## src/rtl/prefix_post_pipe_64b.sv

```systemverilog
// Kogge-Stone prefix tree back end for the 64-bit adder: consumes per-bit
// propagate/generate (bit 0 = carry-in) and produces sum and carry-out through an elastic pipeline.
module prefix_post_pipe_64b #(
  parameter int LEVELS_PER_STAGE = 2
) (
  input  logic        clk_i,
  input  logic        rst_i,
  input  logic        valid_i,
  output logic        ready_o,
  input  logic [64:0] prop_i,
  input  logic [64:0] gen_i,
  output logic        valid_o,
  input  logic        ready_i,
  output logic [63:0] sum_o,
  output logic        carry_o
);

  localparam int NUM_STAGES = (7 + LEVELS_PER_STAGE - 1) / LEVELS_PER_STAGE;

  function automatic logic [64:0] level_g(input logic [64:0] g, input logic [64:0] p,
                                          input int k);
    return g | (p & (g << (1 << k)));
  endfunction

  // Low 2^k bits have no partner at this level and keep their propagate unchanged.
  function automatic logic [64:0] level_p(input logic [64:0] p, input int k);
    logic [64:0] low;
    low = (65'd1 << (1 << k)) - 65'd1;
    return p & ((p << (1 << k)) | low);
  endfunction

  logic [64:0] g_in  [NUM_STAGES];
  logic [64:0] p_in  [NUM_STAGES];
  logic [63:0] po_in [NUM_STAGES];

  logic [NUM_STAGES-1:0] v_q, v_d, ld;
  logic [NUM_STAGES:0]   v_up;
  logic [63:0]           sum_q, sum_d;
  logic                  carry_q, carry_d;

  assign g_in[0]  = gen_i;
  assign p_in[0]  = prop_i;
  assign po_in[0] = prop_i[64:1];

  // A stage may load if it or any stage below it is empty, or the sink takes the result.
  always_comb begin
    logic acc;
    acc = ready_i;
    ld  = '0;
    for (int s = NUM_STAGES - 1; s >= 0; s--) begin
      acc   = acc | ~v_q[s];
      ld[s] = acc;
    end
  end

  assign v_up = {v_q, valid_i};

  always_comb begin
    v_d = v_q;
    for (int s = 0; s < NUM_STAGES; s++) begin
      if (ld[s]) v_d[s] = v_up[s];
    end
  end

  always_ff @(posedge clk_i or posedge rst_i) begin
    if (rst_i) v_q <= '0;
    else       v_q <= v_d;
  end

  for (genvar s = 0; s < NUM_STAGES; s++) begin : g_stage
    localparam int LO = s * LEVELS_PER_STAGE;
    localparam int HI = ((s + 1) * LEVELS_PER_STAGE > 7) ? 7 : (s + 1) * LEVELS_PER_STAGE;

    logic [64:0] g_c, p_c;

    always_comb begin
      g_c = g_in[s];
      p_c = p_in[s];
      for (int k = LO; k < HI; k++) begin
        g_c = level_g(g_c, p_c, k);
        p_c = level_p(p_c, k);
      end
    end

    if (s < NUM_STAGES - 1) begin : g_mid
      logic [64:0] g_q, p_q;
      logic [63:0] po_q;

      // ---- stage s register boundary ----
      always_ff @(posedge clk_i) begin
        if (ld[s]) begin
          g_q  <= g_c;
          p_q  <= p_c;
          po_q <= po_in[s];
        end
      end

      assign g_in[s+1]  = g_q;
      assign p_in[s+1]  = p_q;
      assign po_in[s+1] = po_q;
    end else begin : g_last
      always_comb begin
        sum_d   = po_in[s] ^ g_c[63:0];
        carry_d = g_c[64];
      end
    end
  end

  // ---- output register boundary ----
  always_ff @(posedge clk_i or posedge rst_i) begin
    if (rst_i) begin
      sum_q   <= '0;
      carry_q <= 1'b0;
    end else if (ld[NUM_STAGES-1]) begin
      sum_q   <= sum_d;
      carry_q <= carry_d;
    end
  end

  assign ready_o = ld[0];
  assign valid_o = v_q[NUM_STAGES-1];
  assign sum_o   = sum_q;
  assign carry_o = carry_q;

endmodule

```

## config.mk

```make
export PLATFORM = sky130hd
export DESIGN_NAME = prefix_post_pipe_64b
export DESIGN_NICKNAME = d
export VERILOG_FILES = /design/src/rtl/prefix_post_pipe_64b.sv
export SDC_FILE = /design/constraint.sdc
export NUM_CORES = 1
export LEC_CHECK = 0
export BUFFER_PORTS_ARGS = -buffer_cell sky130_fd_sc_hd__buf_2
export CAP_MARGIN = 20
export CORE_UTILIZATION = 41
export CTS_BUF_LIST = sky130_fd_sc_hd__clkbuf_8
export CTS_CLUSTER_DIAMETER = 120
export CTS_CLUSTER_SIZE = 16
export DETAILED_ROUTE_END_ITERATION = 12
export GPL_TIMING_DRIVEN = 0
export PLACE_DENSITY = 0.67
export SYNTH_ARGS = -nofsm -noshare
export SYNTH_HDL_FRONTEND = slang
export SYNTH_SLANG_ARGS = --single-unit
```

## constraint.sdc

```tcl
create_clock -name clk_i -period 17.5 [get_ports clk_i]
set_input_delay 0.875 -clock clk_i [delete_from_list [all_inputs] [get_ports clk_i]]
set_output_delay 0.875 -clock clk_i [all_outputs]
set_load 0.02 [all_outputs]
```

==> impl_metrics.ini <==
[power_and_ir_drop]
p_leak_nw = 9.06
powerDensity_nw_per_um2 = 119
ir_drop_v = 0.0000471

[setup_path]
critPathKind = register to output port
required_ns = 16.62
worstSetupStartpoint = v_q[3]
cp_slowest_cell = nor2b_1
critPathBufInv = 2
setup.worst_path.end_class = output port
cpPeakStageDelay_ns = 0.59
critical_path.max_fanout = 14
worst_setup_path_start_kind = register
path_cells = nor2b_1, nand4_1, buf_8, buf_2
cp.arrival_ns = 2.28
crit_family = simple AND/OR/NAND/NOR gates
rr_startpoint = v_q[3]

[clocking]
cts_resized = 0
post_cts_buffers = 0
clk_pin_slew_ns = 0.10
cts_hold_buf = 0
htreeDepth = 2
clock-sinks = 567
cts_tree = done
cts_root_buf = clkbuf_8
clk_latency_ns = 0.61
cts_buffer_depth = 3
cts_buffers = 41

[global_route]
grt_overflow = 0
grt_use_total = 0.192
grt_pass1_wl_um = 73500
antenna_found_initial = 15
grt_pass1_vias = 11700
grt_max_degree = 68

[sta]
grt_setup_unrepaired = no
fmax_ghz = 0.317
min_period_ns = 3.15
hold_viol_final = 0
period_share = 0.180
slew_violations = 0
tightest_slew_ns = 0.672
maxSlewHeadroom = 0.551
fin_skew_ns = 0.0247
tns_ns = 0
setup_violations = 0
hold_ws_ns = 0.290

[place]
gp_congestion = 0.937
dpl-instance-area_um2 = 23200
hpwl_um = 38100
io_buffers = 199

[synth]
synth_nets = 1401
async_reset_ff_frac = 0.122
synth_edf_count = 498
syn_area_um2 = 21000
yosysWarningCount = 0
synthTopCellsByArea = edfxtp_1, dfrtp_1, mux2_4
synth-seq-cells = 567
synth_cells = 1267
synth_cell_type_count = 22
synth_top_area_share = 0.713
syn_avg_cell_area_um2 = 16.5
ys_seq_area_frac = 0.796
yosys_most_used_dff = edfxtp_1
synth_top_area_cell = edfxtp_1

[floorplanning]
dieArea_um2 = 52000
coreArea_um2 = 50300
start_util = 0.417
num_rows = 82
die_w_um = 228
die_y_um = 228
ios = 201

[status]
status = completed

[hold_path]
hold_class = primary input to asynchronous set/reset pin

[cells_and_area]
fin_nets = 1663
syn2layout_area_growth_pct = 14.2
fin_area_um2 = 23900
drive_above_1_share = 0.228

[routing]
wirelength_um = 50000
vias = 11500
ant_nets = 0
vias_per_cell = 5.12
wl_per_cell_um = 22.4
drc = 0
drt_pass1_iterations = 5
drt-initial-drc-count = 1057

[flow_run]
cap_violations = 0
-- per-stage QoR --
stage	total power, W	util	cells	setup WS, ns
2_1_floorplan	0.00206	-	1267	8.51
3_3_place_gp	0.00225	0.454	2138	4.80
3_5_place_dp	0.00224	0.462	2158	14.44
4_1_cts	0.00287	0.476	2231	14.30
5_1_grt	0.00296	0.476	2236	14.18
6_report	0.00284	0.476	2238	14.35
-- cell usage after synthesis (6+ instances only) --
master,number
mux2_2,15
nor2_1,110
mux2_4,49
xor2_1,64
edfxtp_1,498
buf_6,6
nand2_1,125
o21ai_0,117
a31o_2,17
a21oi_1,128
inv_1,6
a21o_1,54
dfrtp_1,69
-- layer usage --
layer | vias up | GRT usage | routed length (um)
li1 | 5288 | - | -
met4 | 14 | 0.0686 | 1380
met5 | - | 0 | 95
met3 | 85 | 0.0356 | 2770
met1 | 5757 | 0.252 | 21300
met2 | 324 | 0.320 | 24500
-- flip-flops by register name, summed over array words and instances, names as in the netlist --
signal / cells
g_stage.g_mid.p_q: 111
sum_o: 64
carry_o: 1
g_stage.g_mid.po_q: 192
g_stage.g_mid.g_q: 195
v_q: 4
-- worst paths after layout --
kind	to	slack, ns	cells past startpoint
max	ready_o	14.35	4
min	sum_o[60]	0.29	2
max reg2reg	g_stage[0].g_mid.po_q[45]	14.92	8
min reg2reg	g_stage[1].g_mid.po_q[31]	0.41	0
max in group asynchronous	sum_o[11]	16.59	3
min in group clk_i	g_stage[1].g_mid.po_q[31]	0.41	0
-- cell usage in the layout, fill, tap and decap left out, types with 17 or more instances in the layout --
cell type  instances
a21o_1            54
inv_1             34
nor2_1           110
clkbuf_8          42
dfrtp_1           69
nand2_1          124
buf_2            200
mux2_4            49
a21oi_1          128
edfxtp_1         498
o21ai_0          117
a31o_2            17
xor2_1            64
-- layout make-up --
| cell class | instances | area [um2] |
|---|---|---|
| Inverter | 6 | 25.0 |
| Clock inverter | 31 | 129 |
| Clock buffer | 42 | 578 |
| Timing Repair Buffer | 219 | 1390 |
| Sequential cell | 567 | 16700 |
| Multi-Input combinational cell | 687 | 4210 |
| Tap cell | 672 | 841 |
| Fill cell | 4378 | 26300 |
| Antenna cell | 7 | 17.5 |
| Buffer | 7 | 72.6 |
-- report_power, final --
group,switching (W),internal (W)
logic,0.000248,0.000170
clock network,0.000404,0.000228
registers,0.0000956,0.00169
-- kinds of logic (layout without fill, tap and decap cells) --
| group | Yosys count | after routing | synth area share |
|---|---|---|---|
| mux | 64 | 64 | 0.0431 |
| compound gates | 317 | 317 | 0.0854 |
| xor+xnor | 64 | 64 | 0.0267 |
| simple gates | 242 | 242 | 0.0446 |
| buf+inv | 13 | 305 | 0.00453 |
| flops | 567 | 567 | 0.796 |
| other cells | 0 | 7 | 0 |
(Power assumes the default switching activity.)
